$ cat config.mk
export PLATFORM = sky130hd
export DESIGN_NAME = run_scan_ctrl
export DESIGN_NICKNAME = d
export VERILOG_FILES = /design/src/rtl/run_scan_pkg.sv /design/src/rtl/run_len_det.sv /design/src/rtl/run_scan_ctrl.sv
export SDC_FILE = /design/constraint.sdc
export NUM_CORES = 1
export LEC_CHECK = 0
export CELL_PAD_IN_SITES_DETAIL_PLACEMENT = 2
export CELL_PAD_IN_SITES_GLOBAL_PLACEMENT = 2
export CORE_MARGIN = 1
export CORE_UTILIZATION = 34
export CTS_BUF_LIST = sky130_fd_sc_hd__clkbuf_2 sky130_fd_sc_hd__clkbuf_4 sky130_fd_sc_hd__clkbuf_8
export DETAILED_ROUTE_END_ITERATION = 10
export PLACE_DENSITY_LB_ADDON = 0.1
export SYNTH_ARGS = -nofsm -noshare
export SYNTH_HDL_FRONTEND = slang
export SYNTH_SLANG_ARGS = --single-unit
$ cat constraint.sdc
create_clock -name clk -period 3.8 [get_ports clk]
set_input_delay 0.76 -clock clk [delete_from_list [all_inputs] [get_ports clk]]
set_output_delay 0.76 -clock clk [all_outputs]
set_load 0.005 [all_outputs]
$ cat src/rtl/run_scan_pkg.sv
// Shared types and constants for the frame run-scan controller and its detector.
package run_scan_pkg;

  typedef enum logic [1:0] {
    S_IDLE = 2'd0,
    S_SCAN = 2'd1,
    S_DONE = 2'd2
  } scan_state_t;

  localparam int unsigned MIN_RUN_LEN = 2;

endpackage

$ cat src/rtl/run_len_det.sv
// Consecutive-bit run detector: counts equal bits (either polarity) up to a
// threshold and flags every bit at which the run length reaches it.
module run_len_det #(
  parameter int CNT_W = 4
) (
  input  logic             clk,
  input  logic             reset,
  input  logic             clr,
  input  logic             en,
  input  logic             bit_in,
  input  logic [CNT_W-1:0] thr,
  output logic             det
);

  logic [CNT_W-1:0] cnt_q, cnt_d, cnt_new_s;
  logic             last_q, last_d;

  // cnt==0 only right after a clear, so it doubles as the first-bit marker
  always_comb begin
    cnt_new_s = CNT_W'(1);
    if (cnt_q == '0 || bit_in != last_q) begin
      cnt_new_s = CNT_W'(1);
    end else if (cnt_q >= thr) begin
      cnt_new_s = thr;
    end else begin
      cnt_new_s = cnt_q + CNT_W'(1);
    end
  end

  always_comb begin
    cnt_d  = cnt_q;
    last_d = last_q;
    det    = 1'b0;
    if (clr) begin
      cnt_d  = '0;
      last_d = 1'b0;
    end else if (en) begin
      cnt_d  = cnt_new_s;
      last_d = bit_in;
      det    = (cnt_new_s >= thr);
    end else begin
      cnt_d  = cnt_q;
      last_d = last_q;
    end
  end

  always_ff @(posedge clk or negedge reset) begin
    if (!reset) begin
      cnt_q  <= '0;
      last_q <= 1'b0;
    end else begin
      cnt_q  <= cnt_d;
      last_q <= last_d;
    end
  end

endmodule

$ cat src/rtl/run_scan_ctrl.sv
// Frame-level scan controller: latches a frame and threshold on start, feeds the
// frame LSB-first through run_len_det and collects hit / count / first index.
module run_scan_ctrl
  import run_scan_pkg::*;
#(
  parameter  int FRAME_W = 16,
  parameter  int CNT_W   = 4,
  localparam int IDX_W   = $clog2(FRAME_W),
  localparam int HC_W    = $clog2(FRAME_W + 1)
) (
  input  logic               clk,
  input  logic               reset,
  input  logic               start,
  input  logic [FRAME_W-1:0] frame_in,
  input  logic [CNT_W-1:0]   run_len,
  output logic               busy,
  output logic               done,
  output logic               hit,
  output logic [HC_W-1:0]    hit_count,
  output logic [IDX_W-1:0]   first_idx
);

  scan_state_t        state_q, state_d;
  logic [FRAME_W-1:0] frame_q, frame_d;
  logic [CNT_W-1:0]   thr_q, thr_d, thr_clamp_s;
  logic [IDX_W-1:0]   idx_q, idx_d;
  logic               hit_q, hit_d;
  logic [HC_W-1:0]    hit_count_q, hit_count_d;
  logic [IDX_W-1:0]   first_idx_q, first_idx_d;
  logic               accept_s, scan_s, last_bit_s, det_s;

  assign accept_s    = (state_q == S_IDLE) && start;
  assign scan_s      = (state_q == S_SCAN);
  assign last_bit_s  = (idx_q == IDX_W'(FRAME_W - 1));
  assign thr_clamp_s = (run_len < CNT_W'(MIN_RUN_LEN)) ? CNT_W'(MIN_RUN_LEN) : run_len;

  run_len_det #(.CNT_W(CNT_W)) u_det (
    .clk    (clk),
    .reset  (reset),
    .clr    (accept_s),
    .en     (scan_s),
    .bit_in (frame_q[idx_q]),
    .thr    (thr_q),
    .det    (det_s)
  );

  always_ff @(posedge clk or negedge reset) begin
    if (!reset) begin
      state_q <= S_IDLE;
    end else begin
      state_q <= state_d;
    end
  end

  always_comb begin
    state_d = state_q;
    case (state_q)
      S_IDLE:  state_d = start ? S_SCAN : S_IDLE;
      S_SCAN:  state_d = last_bit_s ? S_DONE : S_SCAN;
      S_DONE:  state_d = S_IDLE;
      default: state_d = S_IDLE;
    endcase
  end

  always_comb begin
    busy = 1'b0;
    done = 1'b0;
    case (state_q)
      S_IDLE:  begin busy = 1'b0; done = 1'b0; end
      S_SCAN:  begin busy = 1'b1; done = 1'b0; end
      S_DONE:  begin busy = 1'b1; done = 1'b1; end
      default: begin busy = 1'b0; done = 1'b0; end
    endcase
  end

  // Results are cleared only on acceptance, so they hold through IDLE
  always_comb begin
    frame_d     = frame_q;
    thr_d       = thr_q;
    idx_d       = idx_q;
    hit_d       = hit_q;
    hit_count_d = hit_count_q;
    first_idx_d = first_idx_q;
    if (accept_s) begin
      frame_d     = frame_in;
      thr_d       = thr_clamp_s;
      idx_d       = '0;
      hit_d       = 1'b0;
      hit_count_d = '0;
      first_idx_d = '0;
    end else if (scan_s) begin
      if (det_s) begin
        hit_count_d = hit_count_q + HC_W'(1);
        if (!hit_q) begin
          hit_d       = 1'b1;
          first_idx_d = idx_q;
        end else begin
          hit_d       = hit_q;
          first_idx_d = first_idx_q;
        end
      end else begin
        hit_count_d = hit_count_q;
      end
      if (last_bit_s) begin
        idx_d = idx_q;
      end else begin
        idx_d = idx_q + IDX_W'(1);
      end
    end else begin
      idx_d = idx_q;
    end
  end

  always_ff @(posedge clk or negedge reset) begin
    if (!reset) begin
      frame_q     <= '0;
      thr_q       <= '0;
      idx_q       <= '0;
      hit_q       <= 1'b0;
      hit_count_q <= '0;
      first_idx_q <= '0;
    end else begin
      frame_q     <= frame_d;
      thr_q       <= thr_d;
      idx_q       <= idx_d;
      hit_q       <= hit_d;
      hit_count_q <= hit_count_d;
      first_idx_q <= first_idx_d;
    end
  end

  assign hit       = hit_q;
  assign hit_count = hit_count_q;
  assign first_idx = first_idx_q;

endmodule

==> impl_metrics.py <==
metrics = {
    "timing": {
        "tightestPinTransition_ns": 0.973,
        "fin_skew_ns": 0.00908,
        "fin_crit_ns": 3.47,
        "fin_crit_sh": 0.913,
        "setup_viol": 0,
        "maxSlewViolCount": 0,
        "relSlewSlack": 0.352,
        "final-hold-violation-count": 0,
        "fmax_ghz": 0.288,
        "rsz0062_at_grt": "false",
        "finalSetupTns_ns": 0,
    },
    "finish": {
        "nets": 302,
        "areaGrowthSynthToFinish_pct": 22.9,
        "drive_gt1_frac": 0.0830,
        "n_antenna_cell": 0,
        "layout_commonest_cell": "nand2_1",
        "n_fill_cell": 673,
        "layout_common_cells": "nand2_1 (64), dfrtp_1 (40), clkdlybuf4s50_1 (33)",
        "fin_cells": 340,
    },
    "worst_setup_path": {
        "cp-start-kind": "register",
        "end_kind": "register",
        "cp_max_fo": 13,
        "crit_arrival_ns": 3.68,
        "crit_type": "reg -> reg",
        "required_ns": 4.01,
    },
    "cts": {
        "htreeDepth": 2,
        "cts_made_buffers": 5,
        "root_buffer": "clkbuf_8",
        "cts_hold_buf": 0,
        "clk_latency_ns": 0.29,
        "clockBufferDepth": 2,
        "cts_tree": "yes",
        "clk_pin_slew_ns": 0.08,
        "cts.sinks": 41,
    },
    "synthesis": {
        "synth_seq_cells": 41,
        "syn_nets": 269,
        "syn_inst": 231,
        "synth.top_cell.area_share": 0.478,
        "ys.warnings.count": 0,
        "seq_area_frac_synth": 0.478,
        "syn_avg_cell_area_sq_um": 9.29,
        "synth_area_sq_um": 2150,
        "yosysTopAreaCell": "dfrtp_1",
        "synth_area_leaders": "dfrtp_1 (48%), nand2_1 (11%), ha_1 (8.7%), mux4_2 (5.2%), a21oi_1 (4.2%)",
        "synth_cell_types": 29,
    },
    "floorplanning": {
        "die_w_um": 81.4,
        "dieHeight_um": 81.4,
        "placementRows": 28,
        "ios": 35,
        "dieArea_sq_um": 6630,
        "core_area_sq_um": 5990,
        "start_util": 0.358,
    },
    "detailed_routing": {
        "drtIter0Drc": 18,
        "drc_errors": 0,
        "vias_per_cell": 5.13,
        "routed_wl_mm": 5.75,
        "ant_nets": 0,
        "wl_per_cell_um": 16.9,
        "vias": 1744,
        "first_pass_iters": 4,
    },
    "placement": {
        "io_buffers": 34,
        "hpwl_mm": 4.19,
        "numPlacedInstances": 332,
        "gp_congestion": 0.758,
    },
    "power_and_ir_drop": {
        "total_leakage_power_nw": 1.23,
        "ir_drop_v": 0.000322,
        "powerDensity_nw_per_um2": 940,
    },
    "job": {
        "drv_cap": 0,
    },
    "hold_path": {
        "hp-class": "reg -> reg",
    },
    "grt": {
        "grt_pass1_wl_mm": 9.58,
        "grtUsageTotal": 0.198,
        "grt_pass1_vias": 1871,
        "grt_antenna_before_repair": 0,
        "grt.overflow.total": 0,
        "grt_max_degree": 42,
    },
    "status": {
        "status": "finished clean",
    },
}
[worst max-delay path: stages, from the launching register on]
cell and delay [ns]:
dfrtp_2 0.48, mux4_2 0.54, mux4_2 0.51, xnor2_1 0.21, o21ai_2 0.14, nor2_1 0.13
ha_1 0.23, nand2b_1 0.14, a21o_1 0.18, a21o_1 0.19, a21oi_1 0.15, buf_4 0.20
o21ai_1 0.10, a21oi_1 0.18
[worst paths after layout]
kind	cells past startpoint	startpoint	slack, ns	endpoint
max	13	idx_q[1]$_DFFE_PN0P_	0.33	first_idx[3]$_DFFE_PN0P_
min	2	frame_q[14]$_DFFE_PN0P_	0.48	frame_q[14]$_DFFE_PN0P_
max reg2reg	13	idx_q[1]$_DFFE_PN0P_	0.33	first_idx[3]$_DFFE_PN0P_
min reg2reg	2	frame_q[14]$_DFFE_PN0P_	0.48	frame_q[14]$_DFFE_PN0P_
max in group asynchronous	1	reset	2.51	idx_q[1]$_DFFE_PN0P_
min in group asynchronous	1	reset	0.61	thr_q[2]$_DFFE_PN0P_
[synth_stat cells]
cell type	number
or3_1	5
a211oi_1	1
or3_4	1
nor2_1	13
nor3b_1	1
buf_1	1
xnor2_1	1
o31a_1	1
a21o_1	3
nand4_1	2
clkbuf_1	8
buf_6	1
a31o_2	1
o311ai_1	1
and2_1	1
mux4_2	5
o21ai_1	10
nand2_1	64
xor2_1	4
ha_1	15
a21oi_1	18
nand2b_1	4
o21ai_0	7
a21oi_2	1
mux2i_1	1
inv_1	8
o21ai_2	2
nand3_1	10
dfrtp_1	41
[cell families after synthesis]
| kind of cell | share of synthesized area |
|---|---|
| xor+xnor | 0.0204 |
| compound gates | 0.120 |
| flops | 0.478 |
| buf+inv | 0.0350 |
| fa+ha+maj | 0.0875 |
| simple gates | 0.202 |
| mux | 0.0571 |
[where the power goes]
part,internal [mW],leakage [nW],switching [mW],total (mW)
Combinational,0.618,0.663,0.754,1.37
Sequential,0.631,0.516,0.176,0.807
Clock,0.152,0.0498,0.149,0.302
Total,1.40,1.23,1.08,2.48
[registers in the layout, summed over array words and instances (netlist names)]
register,cells
frame_q,16
first_idx,4
thr_q,4
hit_count,5
state_q,2
hit,1
idx_q,4
u_det.cnt_q,4
u_det.last_q,1
[final cells by class]
| cell class | instances | area, sq um | share of cell area |
|---|---|---|---|
| Tap cell | 75 | 93.8 | 0.0356 |
| Inverter | 8 | 30.0 | 0.0114 |
| Sequential cell | 41 | 1030 | 0.389 |
| Clock buffer | 8 | 91.3 | 0.0346 |
| Multi-Input combinational cell | 172 | 1040 | 0.396 |
| Timing Repair Buffer | 36 | 350 | 0.133 |
[per-layer routing]
| layer | up-vias | track usage | part of all wire |
|---|---|---|---|
| met1 | 868 | 0.242 | 0.45 |
| met5 | - | 0 | 0 |
| met2 | 25 | 0.353 | 0.52 |
| li1 | 849 | - | - |
| met3 | 2 | 0.0333 | 0.023 |
| met4 | 0 | 0.0589 | 0.0059 |
[timing repair]
item / in CTS / in global routing
resized for setup: 0 / 1
buffers inserted: 0 / 0
endpoints found under the setup margin: 0 / 3
[per-stage QoR]
step	util	cell area, sq um	setup WS, ns	power, mW	hold WS (ns)
after detailed placement	0.425	2540	0.233	2.19	0.466
final	0.440	2640	0.330	2.48	0.485
after global routing	0.440	2640	0.0850	2.73	0.528
after CTS	0.440	2640	0.169	2.52	0.485
after floorplan	-	2150	0.491	1.73	0.440
after global placement	0.425	2540	0.435	2.10	0.460
(Power assumes the default switching activity.)
